$ cat src/rtl/mem_dados_arbiter.sv
// mem_dados_arbiter: two-port (CPU / I/O) arbiter in front of a single-port data RAM.
// Latency: grant is combinational in IDLE; writes finish in the grant cycle; read data comes back one cycle after the grant.
// Backpressure: requesters hold req until granted; no grants are issued while a read is returning.
// Build option: define MEM_ARB_FIXED_PRIORITY_EN for fixed priority (port 0 wins ties, port 1 may starve).
module mem_dados_arbiter #(
  parameter int DATA_WIDTH = 32,
  parameter int ADDR_WIDTH = 32
) (
  input  logic                  clock,
  input  logic                  reset,
  input  logic                  req0,
  input  logic                  req1,
  input  logic                  we0,
  input  logic                  we1,
  input  logic [ADDR_WIDTH-1:0] addr0,
  input  logic [ADDR_WIDTH-1:0] addr1,
  input  logic [DATA_WIDTH-1:0] wdata0,
  input  logic [DATA_WIDTH-1:0] wdata1,
  output logic                  gnt0,
  output logic                  gnt1,
  output logic                  rvalid0,
  output logic                  rvalid1,
  output logic [DATA_WIDTH-1:0] rdata,
  output logic                  mem_we,
  output logic [ADDR_WIDTH-1:0] mem_read_addr,
  output logic [ADDR_WIDTH-1:0] mem_write_addr,
  output logic [DATA_WIDTH-1:0] mem_data,
  input  logic [DATA_WIDTH-1:0] mem_q
);

  typedef enum logic {IDLE, RD_WAIT} state_t;

  state_t                state;
  logic                  rd_id;     // port whose read is returning in RD_WAIT
  logic [DATA_WIDTH-1:0] rdata_q;   // last delivered read word
`ifndef MEM_ARB_FIXED_PRIORITY_EN
  logic                  last;      // last winner; the other port wins the next tie
`endif

  logic                  grant_any;
  logic                  win;       // 0 = port 0, 1 = port 1
  logic                  win_we;
  logic [ADDR_WIDTH-1:0] win_addr;
  logic [DATA_WIDTH-1:0] win_wdata;

  // Pick the winner and steer its request onto the memory port.
  always_comb begin
    grant_any = (state == IDLE) && !reset && (req0 || req1);
    if (req0 && req1) begin
`ifdef MEM_ARB_FIXED_PRIORITY_EN
      win = 1'b0;
`else
      win = ~last;
`endif
    end else begin
      win = req1;
    end
    win_we    = win ? we1    : we0;
    win_addr  = win ? addr1  : addr0;
    win_wdata = win ? wdata1 : wdata0;
  end

  // Grant pulses and memory drive; writes only ever happen on a grant cycle.
  always_comb begin
    gnt0           = grant_any && !win;
    gnt1           = grant_any &&  win;
    mem_we         = grant_any && win_we;
    mem_read_addr  = win_addr;
    mem_write_addr = win_addr;
    mem_data       = win_wdata;
  end

  // Read return: pulse rvalid of the latched port and pass mem_q through, else hold.
  always_comb begin
    rvalid0 = (state == RD_WAIT) && !reset && !rd_id;
    rvalid1 = (state == RD_WAIT) && !reset &&  rd_id;
    rdata   = (rvalid0 || rvalid1) ? mem_q : rdata_q;
  end

  // Arbitration FSM: a read grant moves to RD_WAIT for one cycle; reset aborts a pending read.
  always_ff @(posedge clock) begin
    if (reset) begin
      state   <= IDLE;
      rd_id   <= 1'b0;
      rdata_q <= '0;
`ifndef MEM_ARB_FIXED_PRIORITY_EN
      last    <= 1'b1;
`endif
    end else begin
      case (state)
        IDLE: begin
          if (grant_any) begin
`ifndef MEM_ARB_FIXED_PRIORITY_EN
            last <= win;
`endif
            if (!win_we) begin
              rd_id <= win;
              state <= RD_WAIT;
            end
          end
        end
        RD_WAIT: begin
          rdata_q <= mem_q;
          state   <= IDLE;
        end
        default: state <= IDLE;
      endcase
    end
  end

endmodule

$ cat config.mk
export PLATFORM = sky130hd
export DESIGN_NAME = mem_dados_arbiter
export DESIGN_NICKNAME = d
export VERILOG_FILES = /design/src/rtl/mem_dados_arbiter.sv
export SDC_FILE = /design/constraint.sdc
export NUM_CORES = 1
export LEC_CHECK = 0
export CORE_AREA = 2 2 115 117
export CTS_CLUSTER_SIZE = 14
export DETAILED_ROUTE_END_ITERATION = 12
export DIE_AREA = 0 0 117 119
export HOLD_SLACK_MARGIN = 0.02
export PLACE_DENSITY = 0.72
export REMOVE_ABC_BUFFERS = 1
export SYNTH_ARGS = -nofsm -noshare
export SYNTH_HDL_FRONTEND = slang
export SYNTH_SLANG_ARGS = --single-unit
$ cat constraint.sdc
create_clock -name clock -period 5.2 [get_ports clock]
set_input_delay 1.56 -clock clock [delete_from_list [all_inputs] [get_ports clock]]
set_output_delay 1.56 -clock clock [all_outputs]
set_load 0.02 [all_outputs]
==> results.py, run 1 <==
metrics = {
    "status": {
        "status": "finished clean",
    },
    "floorplanning": {
        "die_area_um2": 13900,
        "coreArea_um2": 12900,
        "die_w_um": 117,
        "ios": 299,
        "start_util": 0.210,
        "die_h_um": 119,
        "num_rows": 42,
    },
    "yosys": {
        "synth_top_area_frac": 0.396,
        "synth-seq-cells": 35,
        "synth.distinct_cells": 24,
        "synth_common_cells": "mux2_2 (95), dfxtp_1 (35), buf_4 (34), mux2i_1 (32), nor2_1 (32)",
        "synth_top_cells_by_area": "mux2_2 (40%), dfxtp_1 (26%), mux2i_1 (12%), buf_4 (9.4%), nor2_1 (4.4%)",
        "postSynthAreaPerCell_um2": 10.1,
        "yosys.area.top_type": "mux2_2",
        "ys_warn_count": 0,
        "syn_inst": 268,
        "synth_ff_type": "dfxtp_1",
        "async_flop_share": 0,
        "yosysMostFrequentCell": "mux2_2",
        "synth_edf_count": 0,
        "syn_area_um2": 2700,
        "yosysSeqAreaShare": 0.259,
    },
    "finish": {
        "n_fill_cell": 1232,
        "drive_gt1_frac": 0.224,
        "multi_input_area_um2": 1670,
        "syn2layout_area_growth_pct": 118,
        "stdcell_count": 712,
        "ff_latch_area_um2": 702,
        "layout.nets": 700,
    },
    "sta": {
        "rsz0062_at_grt": "no",
        "period_share": 0.987,
        "skew_ns": 0.00361,
        "slew_viol_final": 0,
        "period_needed_ns": 5.13,
        "tightest_slew_ns": 0.461,
        "finalHoldViolCount": 0,
        "fmax_ghz": 0.195,
        "slew-limit-headroom": 0.693,
        "layout_setup_ws_ns": 0.0677,
        "setup_violations": 0,
    },
    "pwr": {
        "leakagePower_uw": 0.00220,
        "switchingPower_uw": 355,
        "power.density_nw_per_um2": 205,
        "power.share.sequential": 0.242,
        "netSwitchingFraction": 0.294,
        "clkPwrFrac": 0.283,
        "ir_drop_mv": 0.119,
        "p_int_uw": 852,
        "total_power_uw": 1210,
        "pwr-share-comb": 0.475,
    },
    "grt": {
        "grt.overflow.total": 0,
        "grt_first_pass_wirelength_mm": 17.7,
        "antenna_found_initial": 0,
        "grt_pass1_vias": 3255,
        "grt.total_usage": 0.169,
        "grt_max_degree": 50,
    },
    "critical_path": {
        "crit_buf_inv": 4,
        "start_kind": "primary input",
        "worstPathArrival_ns": 3.57,
        "timing.critical_path.mode_cell": "clkdlybuf4s50_1",
        "critical_path_required_ns": 3.64,
        "cp_cell_sequence": "clkdlybuf4s50_1, a21boi_4, buf_4, buf_12, mux2_2, clkdlybuf4s50_1",
        "path_class": "primary input to output pin",
        "max_stage_delay_ns": 0.56,
        "cp_max_fo": 25,
        "endpoint_kind": "output pin",
        "slowest_stage": "clkdlybuf4s50_1",
        "critical_path.top_delay_family": "buffers and inverters",
    },
    "clocking": {
        "cts_sinks": 35,
        "cts_tree": "done",
        "ctsRootBufferMaster": "clkbuf_16",
        "clock_latency_ns": 0.27,
        "cts_buffers": 5,
        "path_clk_slew_ns": 0.05,
        "cts_buffer_depth": 2,
        "h-tree-depth": 2,
        "hold_buffers": 0,
    },
    "place": {
        "dp_hpwl_mm": 10.8,
        "gp_congestion": 0.881,
        "dp_cells": 698,
        "dp_slack_ns": 0.0237,
        "port_buffers": 298,
    },
    "routing": {
        "wl_mm": 12.9,
        "first_pass_iters": 4,
        "ant_nets": 0,
        "drcViolationCount": 0,
        "wire_per_inst_um": 18.1,
        "drt_iter0_drc": 53,
        "vias": 3001,
        "routed_via_density": 4.21,
    },
    "hold_path": {
        "min_path_type": "flop to flop",
    },
    "flow_run": {
        "maxCapViolCount": 0,
    },
}
## worst paths after layout
kind / from / to / slack (ns) / depth (start not counted)
min reg2reg: rdata_q[16] / rdata_q[16] / 0.49 / 2
min: rdata_q[16] / rdata_q[16] / 0.49 / 2
max: req1 / mem_read_addr[13] / 0.07 / 6
max reg2reg: state / rdata_q[12] / 3.73 / 3
## through the flow
| step | cell area, um2 | hold WS, ns | util | TNS (ns) |
|---|---|---|---|---|
| 2_1_floorplan | 2360 | 0.441 | - | -27.48 |
| 3_3_place_gp | 5650 | 0.464 | 0.439 | 0 |
| 3_5_place_dp | 5650 | 0.479 | 0.439 | 0 |
| 4_1_cts | 5820 | 0.492 | 0.452 | 0 |
| 5_1_grt | 5890 | 0.507 | 0.457 | 0 |
| 6_report | 5890 | 0.489 | 0.457 | 0 |
## placed cells by master, fill, tap and decap left out, drive strengths merged, types with 3 or more instances in the layout
cell	n
nand2b	3
nor2b	4
nor2	32
mux2i	32
mux2	96
dfxtp	35
clkdlybuf4s50	297
buf	13
clkbuf	7
## flip-flops by register name, summed over array words and instances (netlist names)
| signal | count |
|---|---|
| last | 1 |
| rd_id | 1 |
| rdata_q | 32 |
| state | 1 |
## layout make-up
class | instances | share of cell area
diodes | 1 | 0.000425
clock buffers | 6 | 0.0236
clock inverters | 2 | 0.00595
inverters | 1 | 0.000637
multi-input cells | 180 | 0.284
flip-flops and latches | 35 | 0.119
well taps | 176 | 0.0374
repair buffers | 311 | 0.529
## power groups by stage
| stage | Combinational [uW] | Sequential [uW] | Clock [uW] |
|---|---|---|---|
| 6_report | 574 | 292 | 342 |
| 5_1_grt | 603 | 293 | 364 |
| 4_1_cts | 572 | 291 | 352 |
| 3_5_place_dp | 568 | 297 | 0 |
| 3_3_place_gp | 564 | 296 | 0 |
| 2_1_floorplan | 233 | 299 | 0 |
## timing repair
item                                    CTS  global route
resized for setup                         0             1
endpoints found under the setup margin    0            37
endpoints found under the hold margin     0             0
setup buffers                             0             3
## per-layer routing
layer,wire [um],global-route usage,share of wire,up-vias
li1,-,-,-,1440
met1,4510,0.166,0.35,1404
met2,6620,0.311,0.51,149
met3,1600,0.0901,0.12,8
met4,129,0.0324,0.010,0
met5,0,0,0,-
## worst reg2reg max path, cell delays in order, from the launching register on
cell,delay (ns)
dfxtp_2,0.54
buf_4,0.48
mux2i_1,0.28
nor2_1,0.05
## cell families after synthesis
| family | synth area share |
|---|---|
| compound gates | 0.0176 |
| mux | 0.519 |
| flops | 0.259 |
| buf+inv | 0.127 |
| simple gates | 0.0769 |
(Power assumes the default switching activity.)
==> run 2: changes to the inputs <==
- ABC_CLOCK_PERIOD_IN_PS: not set -> 5200
==> results of run 2 <==
No change in the layout: final DEF, timing and power equal those of run 1.
